<file path="src/rtl/spi_slave.sv">
// rtl/spi_slave.sv - SPI mode-0 slave, MSB first, oversampled by clk.
// Optional rx overrun tracking (rx_ack/overrun ports) is enabled by defining SPIS_OVERRUN_EN.
module spi_slave #(
    parameter int WIDTH       = 8,
    parameter int SYNC_STAGES = 2
) (
    input  logic             clk,
    input  logic             rst_n,
    input  logic             sck,
    input  logic             cs,
    input  logic             mosi,
    output logic             miso,
    input  logic [WIDTH-1:0] tx_data,
    input  logic             tx_wr,
    output logic [WIDTH-1:0] rx_data,
    output logic             rx_valid,
    output logic             busy
`ifdef SPIS_OVERRUN_EN
    ,
    input  logic             rx_ack,
    output logic             overrun
`endif
);
    localparam int CNT_W = $clog2(WIDTH + 1);
    localparam logic [CNT_W-1:0] LAST_BIT = CNT_W'(WIDTH - 1);

    typedef enum logic {IDLE, SHIFT} state_t;

    state_t state_q, state_d;

    logic [SYNC_STAGES-1:0] sck_sync_q, cs_sync_q, mosi_sync_q;
    logic sck_prev_q, cs_prev_q;
    logic sck_s, cs_s, mosi_s;
    logic sck_r, sck_f, cs_fall, cs_rise;

    logic [WIDTH-1:0] tx_buf_q, tx_buf_d, tx_sh_q, tx_sh_d, rx_sh_q, rx_sh_d;
    logic [WIDTH-1:0] rx_data_q, rx_data_d;
    logic [CNT_W-1:0] bit_cnt_q, bit_cnt_d;
    logic             miso_q, miso_d, rx_valid_q, rx_valid_d, done_q, done_d;

    // cs synchronizer resets low so a frame already in flight at reset release is never joined
    always_ff @(posedge clk or negedge rst_n) begin
        if (!rst_n) begin
            sck_sync_q  <= '0;
            cs_sync_q   <= '0;
            mosi_sync_q <= '0;
            sck_prev_q  <= 1'b0;
            cs_prev_q   <= 1'b0;
        end else begin
            sck_sync_q  <= {sck_sync_q[SYNC_STAGES-2:0], sck};
            cs_sync_q   <= {cs_sync_q[SYNC_STAGES-2:0], cs};
            mosi_sync_q <= {mosi_sync_q[SYNC_STAGES-2:0], mosi};
            sck_prev_q  <= sck_s;
            cs_prev_q   <= cs_s;
        end
    end

    assign sck_s   = sck_sync_q[SYNC_STAGES-1];
    assign cs_s    = cs_sync_q[SYNC_STAGES-1];
    assign mosi_s  = mosi_sync_q[SYNC_STAGES-1];
    assign sck_r   = sck_s & ~sck_prev_q;
    assign sck_f   = ~sck_s & sck_prev_q;
    assign cs_fall = ~cs_s & cs_prev_q;
    assign cs_rise = cs_s & ~cs_prev_q;

    always_ff @(posedge clk or negedge rst_n) begin
        if (!rst_n) state_q <= IDLE;
        else        state_q <= state_d;
    end

    always_comb begin
        state_d = state_q;
        case (state_q)
            IDLE:    if (cs_fall) state_d = SHIFT;
            SHIFT:   if (cs_rise) state_d = IDLE;
            default: state_d = IDLE;
        endcase
    end

    always_comb begin
        tx_buf_d   = tx_wr ? tx_data : tx_buf_q;
        tx_sh_d    = tx_sh_q;
        rx_sh_d    = rx_sh_q;
        rx_data_d  = rx_data_q;
        bit_cnt_d  = bit_cnt_q;
        miso_d     = miso_q;
        rx_valid_d = 1'b0;
        done_d     = done_q;
        case (state_q)
            IDLE: begin
                if (cs_fall) begin
                    tx_sh_d   = tx_buf_q;
                    miso_d    = tx_buf_q[WIDTH-1];
                    bit_cnt_d = '0;
                    done_d    = 1'b0;
                end
            end
            SHIFT: begin
                if (sck_r) begin
                    rx_sh_d = {rx_sh_q[WIDTH-2:0], mosi_s};
                    if (bit_cnt_q == LAST_BIT) begin
                        rx_data_d  = rx_sh_d;
                        rx_valid_d = 1'b1;
                        bit_cnt_d  = '0;
                        done_d     = 1'b1;
                    end else begin
                        bit_cnt_d = bit_cnt_q + 1'b1;
                    end
                end
                // The falling edge after a completed word starts the next back-to-back word
                if (sck_f) begin
                    if (done_q) begin
                        tx_sh_d = tx_buf_q;
                        miso_d  = tx_buf_q[WIDTH-1];
                        done_d  = 1'b0;
                    end else begin
                        tx_sh_d = {tx_sh_q[WIDTH-2:0], 1'b0};
                        miso_d  = tx_sh_q[WIDTH-2];
                    end
                end
                if (cs_rise) begin
                    miso_d    = 1'b0;
                    bit_cnt_d = '0;
                    done_d    = 1'b0;
                end
            end
            default: ;
        endcase
    end

    always_ff @(posedge clk or negedge rst_n) begin
        if (!rst_n) begin
            tx_buf_q   <= '0;
            tx_sh_q    <= '0;
            rx_sh_q    <= '0;
            rx_data_q  <= '0;
            bit_cnt_q  <= '0;
            miso_q     <= 1'b0;
            rx_valid_q <= 1'b0;
            done_q     <= 1'b0;
        end else begin
            tx_buf_q   <= tx_buf_d;
            tx_sh_q    <= tx_sh_d;
            rx_sh_q    <= rx_sh_d;
            rx_data_q  <= rx_data_d;
            bit_cnt_q  <= bit_cnt_d;
            miso_q     <= miso_d;
            rx_valid_q <= rx_valid_d;
            done_q     <= done_d;
        end
    end

    assign miso     = miso_q;
    assign rx_data  = rx_data_q;
    assign rx_valid = rx_valid_q;
    assign busy     = (state_q == SHIFT);

`ifdef SPIS_OVERRUN_EN
    logic unread_q, overrun_q;

    // An ack coinciding with a new word leaves that new word unread
    always_ff @(posedge clk or negedge rst_n) begin
        if (!rst_n) begin
            unread_q  <= 1'b0;
            overrun_q <= 1'b0;
        end else begin
            if (rx_valid_q)  unread_q <= 1'b1;
            else if (rx_ack) unread_q <= 1'b0;
            if (rx_valid_q && unread_q && !rx_ack) overrun_q <= 1'b1;
        end
    end

    assign overrun = overrun_q;
`endif
endmodule

</file>
<file path="config.mk">
export PLATFORM = sky130hd
export DESIGN_NAME = spi_slave
export DESIGN_NICKNAME = d
export VERILOG_FILES = /design/src/rtl/spi_slave.sv
export SDC_FILE = /design/constraint.sdc
export NUM_CORES = 1
export LEC_CHECK = 0
export CAP_MARGIN = 20
export CORE_AREA = 2 2 61 63
export DETAILED_ROUTE_END_ITERATION = 16
export DIE_AREA = 0 0 63 65
export GPL_ROUTABILITY_DRIVEN = 1
export GPL_TIMING_DRIVEN = 0
export PLACE_DENSITY_LB_ADDON = 0.15
export SLEW_MARGIN = 15
export SYNTH_ARGS = -nofsm -noshare
export SYNTH_HDL_FRONTEND = slang
export SYNTH_SLANG_ARGS = --single-unit
</file>
<file path="constraint.sdc">
create_clock -name clk -period 3.2 [get_ports clk]
set_input_delay 0.96 -clock clk [delete_from_list [all_inputs] [get_ports clk]]
set_output_delay 0.96 -clock clk [all_outputs]
set_load 0.02 [all_outputs]
</file>
* After elaboration in Yosys (flattened, before gate mapping)
Index checks and enable logic that the tools add are counted. Widths: inputs -> output; s select.
Storage, ports and cells: register bits after elaboration 46, output and inout bits 11, word-level logic and storage cells 61
Cells by class: add/subtract/negate cells 1, eq/ne operators 5, multiplexer cells 27, bitwise logic cells 9, reductions and logical operators 5
Operator list (number):
- $mux 7 | 3
- $mux 4 | 4
- $mux 1 | 15
- $pmux 7 s2 | 1
- $pmux 4 s2 | 1
- $reduce_and 2->1 | 4
- $ne 3x1->1 const B | 2
- $pmux 1 s2 | 3
- $not 1->1 | 5
- $add 4x1->4 const B | 1
- $and 1x1->1 | 4
- $eq 4x3->1 const B | 1
- $reduce_and 3->1 | 1
- $ne 2x1->1 const B | 1
- $ne 2x2->1 const B | 1

* Longest topological paths before layout
word-level depth 7, gate-level depth with buffers 5

* Least setup slack after synthesis
OpenSTA, ideal clock, no wires.
path kind in2reg, from input port tx_wr, to register tx_buf_q[0], setup time 125 ps, arrival 1583 ps, slack 1492 ps, stages on the path 2, buffers on the path 1, cells stage by stage clkbuf_1 mux2_2
RTL lines:
- start, declared | line 14 | input logic tx_wr,
- end signal, assigned | line 142 | tx_buf_q <= tx_buf_d;
- end, declared | line 36 | logic [WIDTH-1:0] tx_buf_q, tx_buf_d, tx_sh_q, tx_sh_d, rx_sh_q, rx_sh_d;
No word-level cell between the ends.

* Worst setup path in the final report
from register state_q (netlist: busy), to output port busy
RTL lines:
- start, declared | line 29 | state_t state_q, state_d;
- start signal, assigned | line 68 | else state_q <= state_d;
- end, declared | line 17 | output logic busy
No word-level cell between the ends.

==> results.py <==
metrics = {
    "synth": {
        "yosys_warnings": 0,
        "synth_cells": 147,
        "avgSynthCellArea_um2": 12.9,
        "synth_top_family_by_area": "multiplexers",
        "synth_mux_area_frac": 0.168,
        "synthSimpleGateAreaFrac": 0.106,
        "synthFlopType": "dfrtp_1",
        "synth_cell_type_count": 36,
        "yosysSeqAreaShare": 0.608,
        "synth_edf_count": 0,
        "synth-xor-area-share": 0,
        "ys_ff_latch": 46,
        "syn_nets": 162,
        "synth_area_mm2": 0.00189,
        "synthAdderAreaFrac": 0.00661,
        "ys_async_sr_fraction": 1.00,
        "synth_compound_area_frac": 0.0911,
    },
    "clock_network": {
        "tritoncts": "built",
        "numCtsBuffers": 5,
        "htree_levels": 2,
        "hold_buffers": 0,
        "cts.repair.resized": 0,
        "clk_latency_ns": 0.35,
        "cts_setup_buffers": 0,
        "clkSinkCount": 46,
        "clock_path_buffers": 2,
        "cts-root-buf": "clkbuf_4",
        "cts.clk_slew.worst_paths_ns": 0.13,
    },
    "critical_path": {
        "crit_required_ns": 2.24,
        "start_kind": "flip-flop",
        "slowest_delay_ns": 0.62,
        "cp_top_family": "buffers and inverters",
        "worstPathArrival_ns": 1.41,
        "critPathCaptureType": "primary output",
        "critPathSlowestCell": "clkdlybuf4s50_1",
        "cp_cell_sequence": "clkdlybuf4s50_1",
        "path_max_fanout": 5,
        "path_buf_inv": 1,
        "path_class": "reg2out",
    },
    "global_route": {
        "grt.met3_usage": 0.0521,
        "track_usage": 0.186,
        "grt_max_degree": 31,
        "use_met1": 0.220,
        "antenna_found_initial": 0,
        "busiest_layer": "met2",
        "grt_pass1_wl_um": 5830,
        "use_met2": 0.326,
        "globalRouteOverflowTotal": 0,
        "grt_pass1_vias": 1275,
    },
    "min_path": {
        "hold_class": "reg2reg",
    },
    "placement": {
        "place.gp.congestion": 0.782,
        "portBuffers": 23,
        "dpl.hpwl_um": 2400,
        "dp.cells": 219,
    },
    "timing": {
        "rsz0062_at_grt": "false",
        "slew_violations": 0,
        "fmax_mhz": 422,
        "finalHoldViolCount": 0,
        "finalCriticalPeriod_ns": 2.37,
        "fin_crit_sh": 0.741,
        "worst_pin_slew_ns": 0.427,
        "slew_headroom": 0.715,
        "fin_skew_ns": 0.0103,
        "fin_setup_tns_ns": 0,
        "final-setup-viol-count": 0,
    },
    "routing": {
        "dr.pass1.iters": 6,
        "drt_iter0_drc": 107,
        "finalWirelength_um": 3220,
        "dr_total_vias": 1197,
        "ant_nets": 0,
        "wl_per_cell_um": 14.2,
        "route.detailed.drc": 0,
        "vias_per_cell": 5.27,
    },
    "cells_and_area": {
        "layout-drive-gt1-share": 0.179,
        "nets": 193,
        "fillCellCount": 294,
        "syn2layout_area_growth_pct": 19.3,
        "fin_cells": 227,
        "antenna_cells": 0,
        "final_common_cell": "dfrtp_1",
        "mostFrequentLayoutCells": "dfrtp_1, clkdlybuf4s50_1, nand2_1",
    },
    "die": {
        "start_util": 0.542,
        "ios": 25,
        "die_width_um": 63,
        "fp.dieH_um": 65,
        "rows": 22,
        "die_area_mm2": 0.00410,
        "core_area_mm2": 0.00350,
    },
    "power": {
        "leakagePower_uw": 0.00105,
        "ir_drop_uv": 452,
        "p_per_area_mw_per_mm2": 531,
    },
    "run_status": {
        "outcome": "finished clean",
    },
    "job": {
        "drv_cap": 0,
    },
}
where the power goes:
part | total [uW] | switching (uW) | leakage (uW) | internal (uW)
sequential | 725 | 57.9 | 0.000583 | 667
combinational | 192 | 87.2 | 0.000432 | 105
clock | 282 | 175 | 0.0000353 | 107
registers in the layout (all words and copies together), names as in the netlist, 2 cells and up:
signal	cells
tx_sh_q	7
tx_buf_q	8
rx_sh_q	7
mosi_sync_q	2
bit_cnt_q	4
rx_data	8
cs_sync_q	2
sck_sync_q	2
cell families after synthesis:
logic type,Yosys count
flops,46
buf+inv,7
fa+ha+maj,1
compound gates,24
mux,29
simple gates,40
stage by stage:
| step | worst slack, ns | area [um2] | utilization | power (uW) | hold slack (ns) |
|---|---|---|---|---|---|
| after detailed placement | 1.21 | 2200 | 0.629 | 935 | 0.340 |
| final | 0.830 | 2260 | 0.646 | 1200 | 0.362 |
| after global placement | 0.0210 | 2180 | 0.625 | 912 | 0.331 |
| after global routing | 0.736 | 2260 | 0.646 | 1280 | 0.361 |
| after CTS | 0.806 | 2260 | 0.646 | 1210 | 0.362 |
| after floorplan | 1.49 | 1890 | - | 853 | 0.331 |
synth_stat cells, drive strengths merged (2+ instances only):
master  number  share of area
inv          2         0.0040
a21boi       2          0.014
nand3        2         0.0053
a21o         2         0.0079
buf          4          0.014
nand2       17          0.034
nand2b       3         0.0099
nor3         2         0.0053
dfrtp       46           0.61
nor2b        3         0.0099
mux2        23           0.14
nor2         7          0.018
o21ai       10          0.026
mux2i        6          0.032
a21oi        2         0.0053
cell type report:
cell class                      instances  area, um2  area share
Clock buffer                            7       55.1      0.0244
Buffer                                  5       30.0      0.0133
Sequential cell                        46       1150       0.509
Tap cell                               48       60.1      0.0266
Clock inverter                          1       5.00     0.00221
Timing Repair Buffer                   24        245       0.109
Multi-Input combinational cell         94        706       0.312
Inverter                                2       7.51     0.00332
layer usage:
metal / wire length, um / share of wire
met1: 1380 / 0.43
met2: 1670 / 0.52
met3: 120 / 0.037
met4: 53 / 0.016
met5: 0 / 0
worst paths after layout:
kind                                   to      startpoint  cells after the start  slack (ns)
setup / recovery                     busy            busy                      1        0.83
hold reg to reg            mosi_sync_q[1]  mosi_sync_q[0]                      0        0.36
max in group asynchronous      tx_sh_q[0]           rst_n                      2        2.20
min in group asynchronous    bit_cnt_q[1]           rst_n                      1        0.51
hold / removal             mosi_sync_q[1]  mosi_sync_q[0]                      0        0.36
setup reg to reg               rx_data[1]    bit_cnt_q[0]                      4        1.62
Power figures use the tool's default switching activity.
==> edit 1: new RTL, same settings <==
Register the output `rx_data` once more, with the module's reset; this adds one clock of latency there. The other outputs are not delayed to match.
--- a/src/rtl/spi_slave.sv
+++ b/src/rtl/spi_slave.sv
@@ -152,5 +152,11 @@
 
     assign miso     = miso_q;
-    assign rx_data  = rx_data_q;
+    always_ff @(posedge clk or negedge rst_n) begin
+        if (!rst_n) begin
+            rx_data <= '0;
+        end else begin
+            rx_data <= rx_data_q;
+        end
+    end
     assign rx_valid = rx_valid_q;
     assign busy     = (state_q == SHIFT);
Function: same outputs for any inputs over 10 cycles, from zero or initial values and one cycle with rst_n low; that may be too few to reach the edited logic, so the function may still have changed.
==> edit 1 against the unedited design <==
- design area is 7.0% higher
- sequential cell count is 8 higher
- worst hold slack better by 0.0067 ns
- synthesized area is 6.9% higher
- power is 18% higher
- routed wire length is 4.5% higher
- worst setup slack worse by 0.056 ns
- non-clock buffer count stayed put
- critical path type unchanged
==> edit 1: results (changes against the unedited design) <==
Setup path
  – R2r setup slk: 1.39 ns (-0.23 ns)
  – FF-to-FF End: rx_data_q[0]
  – Critical Path Max Stage Delay: about 0.63 ns
  – Crit-path slowest cell: clkdlybuf4s50_1

Timing
  – Max Clock Skew: 0.0195 ns (+0.00920 ns)
  – Relative max-transition margin: 53.1% (-18 points)

Global route
  – First-pass GRT wire length: 5.87 mm (+0.70%)
  – Total GRT Usage: 19.1% (+0.54 points)
  – Number of global-route vias before repair: 1259 (-1.3%)
  – Initial antenna violation count: 0 (unchanged)

Cells and area
  – Fin nets: 190 (-1.6%)
  – Layout cells sized above 1: 23.3% (+5.4 points)
  – Post-Layout Cell Count: 224 (-1.3%)

Routing
  – WL/cell: 15.0 um (+5.9%)
  – Wire length on met2: 1.71 mm (+2.3%)
  – First-pass detailed-route iteration total: 4 (-2)
  – WL met1: 1.46 mm (+6.3%)
  – DR vias: 1206 (+0.75%)
  – Initial DRC count: 111 (+3.7%)
  – Met3 routed WL: 125 um (+4.2%)

Power and ir drop
  – Pleak: 1.11 nW (+6.0%)
  – Peak supply drop: 0.393 mV (-13%)
  – Psw: 0.360 mW (+12%)

Placement
  – Global placement routability congestion: 0.833 (+6.5%)
  – I/O Buffers: 23 (unchanged)
  – Dpl hpwl: 2.32 mm (-3.2%)

Synthesis
  – Top post-synthesis cells by area: dfrtp_1 67%, mux2_2 13%, mux2i_1 3.0%
  – Syn_area_per_cell: 14.1 um2 (+9.2%)
  – Post-Synth Adder-Cell Area: 0.618% (-0.043 points)
  – Seq/Total Area, Yosys: 66.7% (+5.9 points)
  – Mux contribution to synthesized area: 15.8% (-1.1 points)
  – Synth unique cells: 29 (-19%)
  – Compound-Gate Fraction of Synth Area: 6.67% (-2.4 points)
  – Commonest cells post-synth: 54 x dfrtp_1, 23 x mux2_2, 15 x nand2_1
  – Post-Synthesis Net Count: 159 (-1.9%)

Clocking
  – Clock-pin slew on the worst setup and hold paths: 0.15 ns (+0.02 ns)
  – Clk root buf: clkbuf_4
  – Skew-Pair Late Insertion Delay: 0.38 ns (+0.03 ns)

Status
  – Status: completed

Worst hold path
  – Type of the tightest min-delay check: flop to flop
[edit 1: kinds of logic after synthesis]
logic type,Yosys count
compound gates,21
flops,54
mux,29
buf+inv,6
simple gates,33
fa+ha+maj,1
[edit 1: cell type report]
cell class	instances	area [um2]
Sequential cell	54	1350
Fill cell	260	1080
Multi-Input combinational cell	84	642
Timing Repair Buffer	24	253
Tap cell	48	60.1
Clock buffer	6	41.3
Clock inverter	2	37.5
Buffer	5	28.8
Inverter	1	3.75
[edit 1: metrics by stage]
| stage | setup TNS [ns] | setup WS, ns | instance area (um2) | power (mW) |
|---|---|---|---|---|
| 2_1_floorplan | 0 | 1.48 | 2030 | 0.967 |
| 3_3_place_gp | -16.80 | -0.313 | 2320 | 1.03 |
| 3_5_place_dp | 0 | 1.21 | 2340 | 1.06 |
| 4_1_cts | 0 | 0.771 | 2420 | 1.42 |
| 5_1_grt | 0 | 0.722 | 2420 | 1.49 |
| 6_report | 0 | 0.775 | 2420 | 1.41 |
[edit 1: power by group through the flow]
stage               registers (mW)  logic (mW)  clock network [mW]
floorplan                    0.834       0.134                   0
global placement             0.839       0.194                   0
detailed placement           0.847       0.209                   0
CTS                          0.834       0.210               0.380
global route                 0.847       0.229               0.412
finish                       0.833       0.206               0.370
[edit 1: routing by layer]
layer / vias to the layer above / track usage [%]
met2: 29 / 30.1
met3: 7 / 4.86
met1: 603 / 24.6
li1: 567 / -
met4: 0 / 10.3
met5: - / 0
[edit 1: how the worst min path moves through the flow]
stage             startpoint       endpoint  slack [ns]  cells past startpoint
2_1_floorplan   cs_sync_q[0]   cs_sync_q[1]        0.33                      0
6_report       sck_sync_q[0]  sck_sync_q[1]        0.37                      0
3_5_place_dp   sck_sync_q[0]  sck_sync_q[1]        0.34                      0
5_1_grt        sck_sync_q[0]  sck_sync_q[1]        0.37                      0
4_1_cts        sck_sync_q[0]  sck_sync_q[1]        0.37                      0
3_3_place_gp   sck_sync_q[0]  sck_sync_q[1]        0.33                      0
==> edit 2: new RTL, same settings <==
Without the edit above. Add a define of `SPIS_OVERRUN_EN`.
--- a/src/rtl/spi_slave.sv
+++ b/src/rtl/spi_slave.sv
@@ -1,4 +1,6 @@
 // rtl/spi_slave.sv - SPI mode-0 slave, MSB first, oversampled by clk.
 // Optional rx overrun tracking (rx_ack/overrun ports) is enabled by defining SPIS_OVERRUN_EN.
+`define SPIS_OVERRUN_EN
+
 module spi_slave #(
     parameter int WIDTH       = 8,
Ports: changed (added overrun and rx_ack); port bits go from 25 to 27. No check against the original RTL was run, so the function may have changed too.
==> edit 2 against the unedited design <==
- combinational power increased by 12%
- count of clock-buffer cells in the layout unchanged
- clock power increased by 36%
- synthesized area increased by 0.73%
- routed wire length decreased by 9.9%
- power increased by 15%
- worst setup slack improved by 0.072 ns
- global-route usage decreased by 1.5 points
- final cell count decreased by 0.88%
- sequential cell count increased by 2
- sequential power increased by 6.9%
- design area increased by 3.0%
- first-iteration DRC count decreased by 61%
- highest routed layer unchanged
==> edit 2: results (changes against the unedited design) <==
Global route
  – Grt met1 use: 18.3% (-3.7 points)
  – Met2 usage: 31.1% (-1.5 points)
  – Number of global-route vias before repair: 1261 (-1.1%)
  – Largest net degree at the start of global routing: 29 (-6.5%)
  – Total GRT Usage: 17.1% (-1.5 points)
  – GRT met3 Usage: 5.73% (+0.52 points)
  – First-pass GRT wire length: 5.34 mm (-8.4%)

Setup path
  – Critical path's top delay family: buffers and inverters
  – Max FO, Critical Path: 3 (-2)
  – Critical Path Max Stage Delay: slightly above 0.6 ns
  – Critical Path AT: 1.34 ns (-0.07 ns)
  – Crit-path slowest cell: clkdlybuf4s50_1

Timing
  – Max Clock Skew: 0.00335 ns (-0.00697 ns)
  – Setup-failing EPs final: 0 (unchanged)
  – Relative max-transition margin: 68.3% (-3.2 points)

Placement
  – Area after DPL: 2230 um2 (+1.5%)
  – Placement Setup Slack: 1.28 ns (+0.0662 ns)
  – I/O Buffers: 25 (+8.7%)
  – DP Cell Count: 217 (-0.91%)
  – Dpl hpwl: 2.15 mm (-10%)
  – Global placement routability congestion: 0.839 (+7.3%)

Cells and area
  – Area Overhead vs Synth: 22.0%
  – Fin nets: 192 (-0.52%)
  – Fillers: 279 (-5.1%)
  – Final core occ: 66.6% (+2.0 points)
  – Layout cells sized above 1: 22.6% (+4.7 points)

Synthesis
  – Ys Warns: 0 (unchanged)
  – Top post-synthesis cells by area: dfrtp_1 63%, mux2_2 14%, o21ai_0 3.9%
  – Synth unique cells: 29 (-19%)
  – Commonest cells post-synth: 48 x dfrtp_1, 24 x mux2_2, 15 x o21ai_0
  – Ys flop type: dfrtp_1
  – Async S/R FF share, synth: 100% (unchanged)
  – Syn_area_per_cell: 13.3 um2 (+3.5%)
  – Post-Synthesis Net Count: 159 (-1.9%)
  – Compound-Gate Fraction of Synth Area: 7.34% (-1.8 points)
  – Post-Synth Adder-Cell Area: 0.656% (-0.0048 points)
  – Seq/Total Area, Yosys: 63.0% (+2.2 points)
  – Mux contribution to synthesized area: 17.8% (+0.99 points)

Power and ir drop
  – Pleak: 1.07 nW (+1.5%)
  – Int Pwr: 1.03 mW (+18%)
  – Peak supply drop: 0.405 mV (-11%)

Routing
  – Detailed Route WL: 2.90 mm (-9.9%)
  – Met3 routed WL: 124 um (+3.3%)
  – Wire length on met2: 1.46 mm (-12%)
  – Highest routed layer: met4
  – DR vias: 1184 (-1.1%)
  – First-pass detailed-route iteration total: 4 (-2)
  – WL met1: 1.27 mm (-7.4%)
  – WL/cell: 12.9 um (-9.1%)
  – Initial DRC count: 42 (-61%)

Status
  – Status: completed

Clocking
  – Clock-pin slew on the worst setup and hold paths: 0.13 ns (about the same)
  – Clk root buf: clkbuf_4
  – Post-CTS Setup Inserts: 0 (unchanged)
edit 2: power by group through the flow:
stage	Clock, mW	Combinational (mW)	Sequential, mW
after floorplan	0	0.139	0.778
after global placement	0	0.208	0.782
after detailed placement	0	0.219	0.789
after CTS	0.398	0.221	0.777
after global routing	0.427	0.244	0.793
final	0.384	0.216	0.775
edit 2: path summary, 6_finish.rpt:
check	end	slack (ns)	startpoint	cells past startpoint
worst min register to register	sck_sync_q[1]	0.36	sck_sync_q[0]	0
min in group asynchronous	cs_sync_q[1]	0.55	rst_n	1
worst max register to register	rx_data[7]	1.60	bit_cnt_q[0]	4
worst max-delay path	rx_valid	0.90	rx_valid	1
max in group asynchronous	tx_sh_q[1]	2.15	rst_n	2
worst min-delay path	sck_sync_q[1]	0.36	sck_sync_q[0]	0
edit 2: final cells by class:
type	count	area share [%]
inverters	6	0.967
multi-input cells	85	28.5
clock inverters	1	1.29
well taps	48	2.58
plain buffers	4	0.913
clock buffers	7	2.79
flip-flops and latches	48	51.6
repair buffers	26	11.4
